<file path="src/rtl/decode_stage_if.sv">
// -----------------------------------------------------------------------------
// decode_stage_if
// Groups the fetch-side handshake (instr/inValid/inReady) and the decoded
// output bus toward the register file / ALU (outValid/outReady plus fields).
//   modport slave  : the decode stage itself
//   modport master : the surrounding pipeline (fetch + downstream consumer)
// Signals:
//   instr[8:0]       fetch -> decode, [8:6] opcode, [5:3] ra, [2:0] rb/index
//   inValid/inReady  fetch-side handshake
//   outValid/outReady downstream handshake
//   readRegister1/2, immediate, regWrite, ltValue, aluOp : decoded op
// -----------------------------------------------------------------------------
interface decode_stage_if #(
   parameter int LT_WIDTH = 8
);
   logic [8:0]          instr;
   logic                inValid;
   logic                inReady;
   logic                outReady;
   logic                outValid;
   logic [2:0]          readRegister1;
   logic [2:0]          readRegister2;
   logic                immediate;
   logic                regWrite;
   logic [LT_WIDTH-1:0] ltValue;
   logic [2:0]          aluOp;

   modport slave (
      input  instr, inValid, outReady,
      output inReady, outValid, readRegister1, readRegister2,
             immediate, regWrite, ltValue, aluOp
   );

   modport master (
      output instr, inValid, outReady,
      input  inReady, outValid, readRegister1, readRegister2,
             immediate, regWrite, ltValue, aluOp
   );
endinterface

</file>
<file path="src/rtl/decode_stage.sv">
// -----------------------------------------------------------------------------
// decode_stage
// Registered instruction decode in front of the 8x8 register file. Decodes a
// 9-bit instruction into register addresses, immediate select, write enable,
// literal value and ALU opcode; interlocks on RAW hazards via a per-register
// busy scoreboard; supports flush and a terminal HALTED state.
// Ports:
//   clock, reset  rising-edge clock, synchronous active-high reset
//   bus           decode_stage_if.slave (fetch handshake + decoded output)
//   wbValid/wbReg writeback completion, clears the scoreboard bit
//   flush         kills the output op and clears the scoreboard
//   halted        high once a HALT has been accepted
//   stallCount    stall-cycle counter, present only when DECODE_STATS_EN is
//                 defined; constant 0 otherwise
// -----------------------------------------------------------------------------
module decode_stage #(
   parameter int LT_WIDTH = 8,
   parameter int NUM_REGS = 8
) (
   input  logic                 clock,
   input  logic                 reset,
   decode_stage_if.slave        bus,
   input  logic                 wbValid,
   input  logic [2:0]           wbReg,
   input  logic                 flush,
   output logic                 halted,
   output logic [15:0]          stallCount
);

   typedef enum logic {
      ST_RUN    = 1'b0,
      ST_HALTED = 1'b1
   } state_t;

   localparam logic [2:0] OP_ADD  = 3'b000;
   localparam logic [2:0] OP_SUB  = 3'b001;
   localparam logic [2:0] OP_AND  = 3'b010;
   localparam logic [2:0] OP_XOR  = 3'b011;
   localparam logic [2:0] OP_ADDI = 3'b100;
   localparam logic [2:0] OP_LDI  = 3'b101;
   localparam logic [2:0] OP_BNZ  = 3'b110;
   localparam logic [2:0] OP_HALT = 3'b111;

   function automatic logic [7:0] lit_lut(input logic [2:0] idx);
      case (idx)
         3'd0:    lit_lut = 8'h01;
         3'd1:    lit_lut = 8'h02;
         3'd2:    lit_lut = 8'h04;
         3'd3:    lit_lut = 8'h08;
         3'd4:    lit_lut = 8'h10;
         3'd5:    lit_lut = 8'h7F;
         3'd6:    lit_lut = 8'h80;
         default: lit_lut = 8'hFF;
      endcase
   endfunction

   state_t               state_q;
   logic                 halted_q;
   logic                 out_valid_q;
   logic [2:0]           rr1_q, rr2_q, alu_op_q;
   logic                 imm_q, reg_write_q;
   logic [LT_WIDTH-1:0]  lt_q;
   logic [NUM_REGS-1:0]  sb_q, sb_d;

   logic [2:0]           opcode, ra, rb;
   logic                 uses_ra, uses_rb, dec_imm, dec_rw;
   logic                 hazard, in_ready, accept, is_halt;

   assign opcode  = bus.instr[8:6];
   assign ra      = bus.instr[5:3];
   assign rb      = bus.instr[2:0];
   assign is_halt = (opcode == OP_HALT);

   // NOTE: every output of a combinational block gets a default first so no
   // path leaves it unassigned, which would otherwise infer a latch.
   always_comb begin
      uses_ra = 1'b0;
      uses_rb = 1'b0;
      dec_imm = 1'b0;
      dec_rw  = 1'b0;
      case (opcode)
         OP_ADD, OP_SUB, OP_AND, OP_XOR: begin
            uses_ra = 1'b1;
            uses_rb = 1'b1;
            dec_rw  = 1'b1;
         end
         OP_ADDI: begin
            uses_ra = 1'b1;
            dec_imm = 1'b1;
            dec_rw  = 1'b1;
         end
         OP_LDI: begin
            dec_imm = 1'b1;
            dec_rw  = 1'b1;
         end
         OP_BNZ:  uses_ra = 1'b1;
         default: ;
      endcase
   end

   // Only source operands interlock; a busy destination (WAW) is allowed.
   // The scoreboard is consulted as registered, so a writeback releases the
   // dependent instruction on the following cycle.
   assign hazard   = (uses_ra && sb_q[ra]) || (uses_rb && sb_q[rb]);
   assign in_ready = (state_q == ST_RUN) && !hazard && !flush &&
                     (!out_valid_q || bus.outReady);
   assign accept   = bus.inValid && in_ready;

   // Clear from writeback first, then set from a new accept, so a same-cycle
   // set and clear of one register leaves it busy. Flush overrides both.
   always_comb begin
      sb_d = sb_q;
      if (wbValid)
         sb_d[wbReg] = 1'b0;
      if (accept && dec_rw)
         sb_d[ra] = 1'b1;
      if (flush)
         sb_d = '0;
   end

   // NOTE: reset is synchronous, so it is sampled only on the clock edge and
   // lives inside the clocked block rather than in its sensitivity list.
   // NOTE: sequential state uses non-blocking assignments so every register
   // samples its pre-edge inputs regardless of statement order.
   always_ff @(posedge clock) begin
      if (reset) begin
         state_q     <= ST_RUN;
         halted_q    <= 1'b0;
         out_valid_q <= 1'b0;
         rr1_q       <= '0;
         rr2_q       <= '0;
         alu_op_q    <= '0;
         imm_q       <= 1'b0;
         reg_write_q <= 1'b0;
         lt_q        <= '0;
         sb_q        <= '0;
      end else begin
         sb_q <= sb_d;

         if (flush) begin
            out_valid_q <= 1'b0;
         end else if (accept && !is_halt) begin
            out_valid_q <= 1'b1;
            rr1_q       <= ra;
            rr2_q       <= uses_rb ? rb : 3'd0;
            alu_op_q    <= opcode;
            imm_q       <= dec_imm;
            reg_write_q <= dec_rw;
            lt_q        <= LT_WIDTH'(lit_lut(rb));
         end else if (bus.outReady) begin
            out_valid_q <= 1'b0;
         end

         case (state_q)
            ST_RUN: begin
               if (accept && is_halt) begin
                  state_q  <= ST_HALTED;
                  halted_q <= 1'b1;
               end
            end
            ST_HALTED: ;  // only reset leaves this state
            default: state_q <= ST_RUN;
         endcase
      end
   end

   assign bus.inReady       = in_ready;
   assign bus.outValid      = out_valid_q;
   assign bus.readRegister1 = rr1_q;
   assign bus.readRegister2 = rr2_q;
   assign bus.immediate     = imm_q;
   assign bus.regWrite      = reg_write_q;
   assign bus.ltValue       = lt_q;
   assign bus.aluOp         = alu_op_q;
   assign halted            = halted_q;

`ifdef DECODE_STATS_EN
   logic [15:0] stall_cnt_q;

   // Counts RUN cycles where fetch offers an instruction that is refused;
   // saturates rather than wrapping.
   always_ff @(posedge clock) begin
      if (reset)
         stall_cnt_q <= '0;
      else if ((state_q == ST_RUN) && bus.inValid && !in_ready &&
               (stall_cnt_q != 16'hFFFF))
         stall_cnt_q <= stall_cnt_q + 16'd1;
   end

   assign stallCount = stall_cnt_q;
`else
   assign stallCount = '0;
`endif

endmodule

</file>
<file path="src/flat_wrapper.sv">
// flat-port wrapper written by rule: the top's interface ports become plain ports
module decode_stage_flat 
#(
   parameter int LT_WIDTH = 8,
   parameter int NUM_REGS = 8
)
  (clock, reset, wbValid, wbReg, flush, halted, stallCount, bus_instr, bus_inValid, bus_outReady, bus_inReady, bus_outValid, bus_readRegister1, bus_readRegister2, bus_immediate, bus_regWrite, bus_ltValue, bus_aluOp);
  decode_stage_if #(.LT_WIDTH(LT_WIDTH)) bus_i ();
  input  logic clock;
  input  logic reset;
  input  logic wbValid;
  input  logic [2:0] wbReg;
  input  logic flush;
  output logic halted;
  output logic [15:0] stallCount;
  input wire logic [$bits(bus_i.instr)-1:0] bus_instr;
  input wire logic [$bits(bus_i.inValid)-1:0] bus_inValid;
  input wire logic [$bits(bus_i.outReady)-1:0] bus_outReady;
  output wire logic [$bits(bus_i.inReady)-1:0] bus_inReady;
  output wire logic [$bits(bus_i.outValid)-1:0] bus_outValid;
  output wire logic [$bits(bus_i.readRegister1)-1:0] bus_readRegister1;
  output wire logic [$bits(bus_i.readRegister2)-1:0] bus_readRegister2;
  output wire logic [$bits(bus_i.immediate)-1:0] bus_immediate;
  output wire logic [$bits(bus_i.regWrite)-1:0] bus_regWrite;
  output wire logic [$bits(bus_i.ltValue)-1:0] bus_ltValue;
  output wire logic [$bits(bus_i.aluOp)-1:0] bus_aluOp;
  assign bus_i.instr = bus_instr;
  assign bus_i.inValid = bus_inValid;
  assign bus_i.outReady = bus_outReady;
  assign bus_inReady = bus_i.inReady;
  assign bus_outValid = bus_i.outValid;
  assign bus_readRegister1 = bus_i.readRegister1;
  assign bus_readRegister2 = bus_i.readRegister2;
  assign bus_immediate = bus_i.immediate;
  assign bus_regWrite = bus_i.regWrite;
  assign bus_ltValue = bus_i.ltValue;
  assign bus_aluOp = bus_i.aluOp;
  decode_stage #(.LT_WIDTH(LT_WIDTH), .NUM_REGS(NUM_REGS)) u_core (.clock(clock), .reset(reset), .bus(bus_i), .wbValid(wbValid), .wbReg(wbReg), .flush(flush), .halted(halted), .stallCount(stallCount));
endmodule
</file>
<file path="config.mk">
export PLATFORM = sky130hd
export DESIGN_NAME = decode_stage_flat
export DESIGN_NICKNAME = d
export VERILOG_FILES = /design/src/rtl/decode_stage_if.sv /design/src/rtl/decode_stage.sv /design/src/flat_wrapper.sv
export SDC_FILE = /design/constraint.sdc
export NUM_CORES = 1
export LEC_CHECK = 0
export ABC_AREA = 0
export BUFFER_PORTS_ARGS = -buffer_cell sky130_fd_sc_hd__buf_2
export CAP_MARGIN = 40
export CORE_MARGIN = 3
export CORE_UTILIZATION = 53
export CTS_CLUSTER_SIZE = 25
export DETAILED_ROUTE_END_ITERATION = 8
export GPL_TIMING_DRIVEN = 0
export PLACE_DENSITY = 0.83
export SYNTH_ARGS = -nofsm -noshare
export SYNTH_HDL_FRONTEND = slang
export SYNTH_SLANG_ARGS = --single-unit
</file>
<file path="constraint.sdc">
create_clock -name clock -period 4.1 [get_ports clock]
set_input_delay 0.615 -clock clock [delete_from_list [all_inputs] [get_ports clock]]
set_output_delay 0.615 -clock clock [all_outputs]
set_load 0.1 [all_outputs]
</file>
==> results of run 1 <==
==> how the worst min path moves through the flow <==
stage | start | endpoint | slack [ns] | cells after the start
3_3_place_gp | u_core.state_q | u_core.state_q | 0.46 | 2
3_5_place_dp | u_core.halted | u_core.halted | 0.46 | 2
2_1_floorplan | u_core.state_q | u_core.state_q | 0.45 | 2
6_report | u_core.halted | u_core.halted | 0.47 | 2
4_1_cts | u_core.bus.readRegister2[1] | u_core.bus.readRegister2[1] | 0.48 | 2
5_1_grt | u_core.state_q | u_core.state_q | 0.49 | 2
==> sequential cells by signal, summed over array words and instances, names as in the netlist <==
name	count
u_core.halted	1
u_core.bus.outValid	1
u_core.bus.regWrite	1
u_core.bus.aluOp	3
u_core.bus.readRegister2	3
u_core.bus.ltValue	7
u_core.bus.immediate	1
u_core.sb_q	8
u_core.state_q	1
u_core.bus.readRegister1	3
==> per-stage QoR <==
step | hold WS (ns) | util [%] | power [mW] | cells | setup WS [ns]
6_report | 0.470 | 68.7 | 0.700 | 274 | 1.25
4_1_cts | 0.476 | 68.7 | 0.701 | 274 | 1.25
3_5_place_dp | 0.464 | 67.0 | 0.542 | 266 | 1.25
5_1_grt | 0.487 | 68.7 | 0.731 | 274 | 1.16
2_1_floorplan | 0.449 | - | 0.507 | 201 | 1.22
3_3_place_gp | 0.457 | 67.0 | 0.540 | 266 | 1.28
==> synthesized netlist by cell type, types with 2 or more instances <==
| cell type | n |
|---|---|
| sky130_fd_sc_hd__a21oi_1 | 14 |
| sky130_fd_sc_hd__nand2_1 | 11 |
| sky130_fd_sc_hd__nand2b_1 | 10 |
| sky130_fd_sc_hd__nor2_1 | 3 |
| sky130_fd_sc_hd__o41ai_1 | 6 |
| sky130_fd_sc_hd__o31ai_1 | 5 |
| sky130_fd_sc_hd__dfxtp_1 | 29 |
| sky130_fd_sc_hd__o311ai_0 | 2 |
| sky130_fd_sc_hd__inv_1 | 3 |
| sky130_fd_sc_hd__o21a_1 | 2 |
| sky130_fd_sc_hd__buf_4 | 19 |
| sky130_fd_sc_hd__o21ai_0 | 16 |
| sky130_fd_sc_hd__nor2b_1 | 8 |
| sky130_fd_sc_hd__o211ai_1 | 6 |
| sky130_fd_sc_hd__o22ai_1 | 2 |
| sky130_fd_sc_hd__mux2i_1 | 2 |
| sky130_fd_sc_hd__buf_2 | 5 |
| sky130_fd_sc_hd__or4_1 | 2 |
| sky130_fd_sc_hd__nor3_1 | 2 |
| sky130_fd_sc_hd__clkbuf_1 | 3 |
| sky130_fd_sc_hd__a311oi_1 | 3 |
| sky130_fd_sc_hd__nand3_1 | 8 |
| sky130_fd_sc_hd__nand4b_1 | 2 |
| sky130_fd_sc_hd__buf_6 | 2 |
==> cell families after synthesis <==
kind of cell / Yosys count / synth area share (%)
flops: 29 / 35.3
buf+inv: 33 / 13.2
mux: 5 / 3.95
compound gates: 64 / 28.1
other cells: 1 / 0.228
simple gates: 54 / 19.2
==> per-layer routing <==
metal  routed length, um  GRT usage (%)  vias up
met5                   0              0        -
met3                 231           5.37        7
met4                  61           9.70        0
met2                1780           32.7       57
li1                    -              -      772
met1                1670           27.3      724
==> placed cells by master, fill, tap and decap left out, types with 3 or more instances in the layout <==
cell type / instances
sky130_fd_sc_hd__buf_2: 39
sky130_fd_sc_hd__dfxtp_1: 29
sky130_fd_sc_hd__buf_4: 19
sky130_fd_sc_hd__o21ai_0: 16
sky130_fd_sc_hd__conb_1: 16
sky130_fd_sc_hd__a21oi_1: 14
sky130_fd_sc_hd__nand2_1: 11
sky130_fd_sc_hd__nand2b_1: 10
sky130_fd_sc_hd__nor2b_1: 8
sky130_fd_sc_hd__nand3_1: 8
sky130_fd_sc_hd__clkbuf_1: 6
sky130_fd_sc_hd__o211ai_1: 6
sky130_fd_sc_hd__o41ai_1: 6
sky130_fd_sc_hd__o31ai_1: 5
sky130_fd_sc_hd__clkbuf_4: 5
sky130_fd_sc_hd__nor2_1: 3
sky130_fd_sc_hd__inv_1: 3
sky130_fd_sc_hd__a311oi_1: 3
==> worst max-delay path, stage by stage <==
cell,delay [ns]
sky130_fd_sc_hd__buf_2,0.10
sky130_fd_sc_hd__buf_2,0.17
sky130_fd_sc_hd__nand2b_1,0.22
sky130_fd_sc_hd__o221ai_2,0.27
sky130_fd_sc_hd__o31a_4,0.20
sky130_fd_sc_hd__nand2_2,0.07
sky130_fd_sc_hd__buf_6,0.14
sky130_fd_sc_hd__inv_1,0.04
sky130_fd_sc_hd__buf_2,0.41
==> layout make-up <==
cell class	instances	area (um2)	share of cell area [%]
plain buffers	30	206	10.5
clock buffers	8	48.8	2.49
inverters	3	11.3	0.575
multi-input cells	139	903	46.1
flip-flops and latches	29	581	29.6
well taps	31	38.8	1.98
repair buffers	34	170	8.68
==> power breakdown <==
group	internal (mW)	switching, mW
registers	0.290	0.00362
logic	0.0506	0.193
clock network	0.0683	0.0952
total	0.409	0.291
==> metrics.sh, run 1 <==
GRT_PASS1_WL_MM=5.95
VIAS_IN_THE_FIRST_GLOBAL_ROUTE=1365
OUTCOME='finished clean'
DIEHEIGHT_UM=61.7
CRIT_END='bus_inReady'
FINAL_ANTENNA_NET_COUNT=0
POWER_LEAKAGE_nW=0.843
GR-USAGE-ALL-LAYERS_PCT=21.0
HOLD_PATH_CLASS='flip-flop to flip-flop'
STDCELL_AREA_MM2=0.00196
R2R_CELLS=6
DPL.HPWL_MM=2.82
CTS_SINKS=29
YOSYS.AREA.TOP_TYPE='sky130_fd_sc_hd__dfxtp_1'
SETUP_CRIT_START='bus_instr[5]'
POST_SYNTH_NUM_CELL_TYPES=45
DRC=0
YOSYS.AREA.TOP_TYPE_SHARE_PCT=35.3
CRIT-REG2REG-CAPTURE='u_core.bus.ltValue[4]'
POSTSYNTH.ASYNCRESETSHARE_PCT=0
DIODES=0
MAX_SLEW.WORST_PIN.SLEW_NS=0.623
PLACED_CELL_AREA_MM2=0.00191
MAX_SLEW_MARGIN_PCT=58.3
TIMING.RR.START='u_core.sb_q[7]'
GLOBAL_ROUTE.OVERFLOW_TOTAL=0
FF2FF_SETUP_SLACK_NS=2.26
DETAIL_ROUTE.WIRELENGTH_MM=3.74
CLK_PIN_SLEW_WORST_PATHS_NS=0.08
GRT_SETUP_UNREPAIRED='false'
PLACE.PORT_BUFFERS=34
NETS=260
CRITPATHMAXFANOUT=10
POST_CTS_RESIZE_COUNT=0
CTS_MAX_LEVEL=2
SETUP.WORST_PATH.END_CLASS='output port'
SYNTHESIS.YOSYS.WARNINGS=0
FILLER_CELL_COUNT=255
WL_PER_CELL_UM=13.7
TIMING.FINAL.HOLD_VIOLATIONS=0
START_UTIL_PCT=57.7
SYNTHFLOPTYPE='sky130_fd_sc_hd__dfxtp_1'
FIN_WORST_SKEW_NS=0.00459
WORST_EP_ARRIVAL_TIME_NS=2.24
DRT_ITER0_DRC=77
EDFF_COUNT_SYNTH=0
DIE-AREA_MM2=0.00381
MAXCAPVIOLCOUNT=0
PERIOD_NEEDED_NS=2.85
VDD_DROP_MAX_mV=0.231
VIA_COUNT=1560
POWER.DENSITY_CELL_AREA_mW_PER_MM2=357
POST-CTS-SETUP-BUFFERS=0
LAYOUT-DRIVE-GT1-SHARE_PCT=32.1
GPL.FINAL_WEIGHTED_CONGESTION=0.899
POSTSYNTHCELLCOUNT=186
YOSYSSEQAREASHARE_PCT=35.3
REPORT.FINAL.SLEW_VIOL_COUNT=0
WORST_EP_REQUIRED_TIME_NS=3.48
STARTPOINT_TYPE='input pin'
DETAIL_ROUTE.VIAS_PER_CELL=5.69
CTS_HOLD_BUF=0
ANTENNA_FOUND_INITIAL=0
SETUP_VIOL=0
SYNTHESIS.AREA_MM2=0.00165
POST_SYNTH_MAIN_AREA_CONTRIBUTORS='sky130_fd_sc_hd__dfxtp_1, sky130_fd_sc_hd__buf_4, sky130_fd_sc_hd__o21ai_0'
SETUP.WORST_PATH.CLASS='input pin to output port'
ROW_COUNT=19
POST_SYNTH.CELL_AREA_AVG_UM2=8.85
MIN_PERIOD_OVER_PERIOD_PCT=69.6
BOUNDARYPINS=56
FP.DIEW_UM=61.7
CTS_TREE='yes'
DETAIL_ROUTE.FIRST_PASS.ITERATIONS=4
INSERTION_DELAY_NS=0.32
CLOCK-ROOT-BUFFER='sky130_fd_sc_hd__clkbuf_4'
TNS_NS=0
CTS_MADE_BUFFERS=5
SYNTH-SEQ-CELLS=29
GRT_START_MAX_NET_PINS=11
CTS_BUFFER_DEPTH=2
MAX_FREQ_MHz=350
CORE_AREA_MM2=0.00285
AREA.GROWTH.SYNTH_TO_FINAL_PCT=19.1
No activity file was read; power rests on OpenSTA's default activity.
==> inputs of run 2 (changes only) <==
ABC_AREA = 1   (was 0)
CORE_UTILIZATION = 46   (was 53)
PLACE_DENSITY = 0.75   (was 0.83)
clock period = 2.3 ns   (was 4.1 ns; I/O delays follow)
==> metrics.sh, run 2 <==
CTS_MADE_BUFFERS=5  # unchanged
VDD_DROP_MAX_mV=0.418  # +81%
TNS_NS=0  # unchanged
AREA.GROWTH.SYNTH_TO_FINAL_PCT=23.7
MAXCAPVIOLCOUNT=0  # unchanged
TIMING.CRITICAL_PATH.SLOWEST_CELL_DELAY_NS=0.34  # -0.07 ns
SYNTHFLOPTYPE='sky130_fd_sc_hd__dfxtp_1'
HOLD_PATH_CLASS='input pin to flip-flop'
DIE-AREA_MM2=0.00456  # +20%
CTS_HOLD_BUF=0  # unchanged
FP.DIEW_UM=67.5  # +9.4%
SETUP.WORST_PATH.END_CLASS='output port'
TIMING.RR.START='u_core.bus.outValid'
STAGES_ON_THE_WORST_SETUP_PATH=7  # -2
SYNTHESIS.YOSYS.WARNINGS=0  # unchanged
MIN_PERIOD_OVER_PERIOD_PCT=91.0
CORE_AREA_MM2=0.00349  # +22%
WORST_EP_REQUIRED_TIME_NS=1.96  # -1.52 ns
GRT_SETUP_UNREPAIRED='false'
OUTCOME='finished clean'
POWER_SWITCHING_mW=0.639  # +120%
POSTSYNTHCELLCOUNT=283  # +52%
LAYOUT.CELLS.NON_FILLER=388  # +42%
HOLD-WORST-SLACK_NS=0.276  # -0.194 ns
SETUP.WORST_PATH.CLASS='flip-flop to output port'
POST_SYNTH.CELL_AREA_AVG_UM2=6.15  # -30%
DETAIL_ROUTE.VIAS_PER_CELL=4.37  # -23%
HOLD_PATH_STARTPOINT='reset'
GR-USAGE-ALL-LAYERS_PCT=17.7  # -3.3 points
DRC=0  # unchanged
FILLER_CELL_COUNT=370  # +45%
STARTPOINT_TYPE='flip-flop'
VIAS_IN_THE_FIRST_GLOBAL_ROUTE=1432  # +4.9%
CRITICAL_PATH.SLOWEST_CELL='sky130_fd_sc_hd__clkbuf_4'
CRITPATHMAXFANOUT=10  # unchanged
ANTENNA_FOUND_INITIAL=0  # unchanged
CTS_BUFFER_DEPTH=2  # unchanged
CRIT-REG2REG-CAPTURE='u_core.bus.ltValue[3]'
NETS=359  # +38%
INSERTION_DELAY_NS=0.28  # -0.04 ns
FINAL_CORE_UTILIZATION_PCT=61.6  # -7.1 points
TIMING.HOLD.WORST_ENDPOINT='u_core.bus.regWrite'
SYNTHESIS.AREA_MM2=0.00174  # +5.8%
PLACE.PORT_BUFFERS=36  # +5.9%
WORST_EP_ARRIVAL_TIME_NS=1.75  # -0.49 ns
LAYOUT.CELLS.MOST_COMMON_LIST='sky130_fd_sc_hd__nand2_1, sky130_fd_sc_hd__nor2_1, sky130_fd_sc_hd__inv_1'
FF2FF_SETUP_SLACK_NS=0.78  # -1.48 ns
DIODES=0  # unchanged
REPORT.FINAL.SLEW_VIOL_COUNT=0  # unchanged
LAYOUT_COMMONEST_CELL='sky130_fd_sc_hd__nand2_1'
DETAIL_ROUTE.FIRST_PASS.ITERATIONS=4  # unchanged
VIA_COUNT=1695  # +8.7%
LAYOUT-DRIVE-GT1-SHARE_PCT=22.8  # -9.3 points
YOSYSSEQAREASHARE_PCT=33.4  # -1.9 points
SYNTH_COMMON_CELLS='sky130_fd_sc_hd__nand2_1, sky130_fd_sc_hd__nor2_1, sky130_fd_sc_hd__inv_1'
POST_SYNTH_NUM_CELL_TYPES=25  # -44%
GRT_START_MAX_NET_PINS=11  # unchanged
PATH_CELLS='inv_1, nor2_1, nor3_1, nand3_1, nor2_2, buf_4, clkbuf_4'
ROW_COUNT=21  # +2
POWER.DENSITY_CELL_AREA_mW_PER_MM2=752  # +110%
WORSTPATHBUFFERINVERTERCOUNT=3  # -2
CLK_PIN_SLEW_WORST_PATHS_NS=0.06  # -0.02 ns
YOSYS.AREA.TOP_TYPE='sky130_fd_sc_hd__dfxtp_1'
POWER.INTERNAL_mW=0.981  # +140%
HOLD-PATH-CELL-COUNT=2  # unchanged
WL_PER_CELL_UM=9.58  # -30%
POWER_LEAKAGE_nW=1.22  # +45%
DETAIL_ROUTE.WIRELENGTH_MM=3.72  # -0.61%
SETUP_VIOL=0  # unchanged
STDCELL_AREA_MM2=0.00215  # +9.9%
CTS_TREE='yes'
TIMING.CRITICAL_PATH.MAX_DELAY_FAMILY='simple AND/OR/NAND/NOR gates'
DPL.HPWL_MM=2.90  # +2.6%
DRT_ITER0_DRC=60  # -22%
EDFF_COUNT_SYNTH=0  # unchanged
MAX_FREQ_MHz=478
CLOCK_POWER_SHARE_PCT=33.7  # +10 points
R2R_CELLS=9  # +3
CLOCK-ROOT-BUFFER='sky130_fd_sc_hd__clkbuf_8'
BOUNDARYPINS=56  # unchanged
DIEHEIGHT_UM=67.5  # +9.4%
TIMING.FINAL.HOLD_VIOLATIONS=0  # unchanged
YOSYSMOSTFREQUENTCELL='sky130_fd_sc_hd__nand2_1'
PERIOD_NEEDED_NS=2.09
PLACED_CELL_AREA_MM2=0.00203  # +6.5%
GRT_PASS1_WL_MM=6.11  # +2.7%
POST_SYNTH_MAIN_AREA_CONTRIBUTORS='sky130_fd_sc_hd__dfxtp_1, sky130_fd_sc_hd__nand2_1, sky130_fd_sc_hd__nor2_1'
POSTSYNTH.ASYNCRESETSHARE_PCT=0  # unchanged
COMBINATIONALPOWERSHARE_PCT=33.0  # -1.7 points
POWER.SHARE.SWITCHING_PCT=39.4  # -2.2 points
LARGEST_REGISTER_FF_COUNT=8  # unchanged
TOP_REGISTER_BY_NUMBER_OF_FLIP_FLOPS='u_core.sb_q'
GPL.FINAL_WEIGHTED_CONGESTION=0.903  # +0.41%
FIN_WORST_SKEW_NS=0.00445  # -0.000143 ns
CTS_SINKS=29  # unchanged
CTS_MAX_LEVEL=2  # unchanged
FINAL_ANTENNA_NET_COUNT=0  # unchanged
PLACED_CELLS_INCL_TAPS=380  # +43%
SHARE_SEQ_OF_TOTAL_POWER_PCT=33.3  # -8.6 points
START_UTIL_PCT=49.8  # -7.9 points
YOSYS.AREA.TOP_TYPE_SHARE_PCT=33.4  # -1.9 points
GLOBAL_ROUTE.OVERFLOW_TOTAL=0  # unchanged
SYNTH-SEQ-CELLS=29  # unchanged
-- run 2: area by class of cell --
class | count | area [um2] | area share (%)
flip-flops and latches | 29 | 581 | 27.0
plain buffers | 27 | 198 | 9.18
well taps | 46 | 57.6 | 2.67
clock inverters | 1 | 30.0 | 1.39
multi-input cells | 197 | 847 | 39.3
inverters | 45 | 171 | 7.96
repair buffers | 36 | 183 | 8.48
clock buffers | 7 | 86.3 | 4.01
-- run 2: cells by family (layout without fill, tap and decap cells) --
logic type / Yosys count / count (layout) / share of synthesized area (%)
other cells: 1 / 16 / 0.215
flops: 29 / 29 / 33.4
compound gates: 22 / 22 / 6.33
buf+inv: 72 / 116 / 21.2
simple gates: 159 / 159 / 38.9
-- run 2: stage by stage --
step	power (mW)	setup WS, ns
after global placement	1.08	0.223
after floorplan	1.01	0.350
after global routing	1.69	0.0805
after detailed placement	1.08	0.202
final	1.62	0.208
after CTS	1.63	0.0915
-- run 2: worst max path at each step --
stage                     slack, ns                start           to
final                          0.21  u_core.bus.outValid  bus_inReady
after global routing           0.08  u_core.bus.outValid  bus_inReady
after CTS                      0.09  u_core.bus.outValid  bus_inReady
after detailed placement       0.20         bus_instr[5]  bus_inReady
after global placement         0.22         bus_instr[8]  bus_inReady
after floorplan                0.35  u_core.bus.outValid  bus_inReady
-- run 2: power by group through the flow --
stage	combinational [mW]	clock (mW)	sequential (mW)
finish	0.535	0.546	0.539
global route	0.570	0.582	0.542
CTS	0.534	0.562	0.539
detailed placement	0.532	0	0.550
global placement	0.530	0	0.550
floorplan	0.288	0	0.724
-- run 2: routing by layer --
metal  GRT usage, %  wire (um)  up-vias
met5              0          0        -
met4           6.84         72        0
met3           5.49        281        8
met2           27.6       1570       50
met1           22.8       1800      703
li1               -          -      934
-- run 2: repair_timing --
action / CTS / global route
setup buffers: 0 / 0
gates resized for setup: 0 / 1
endpoints found under the setup margin: 0 / 1
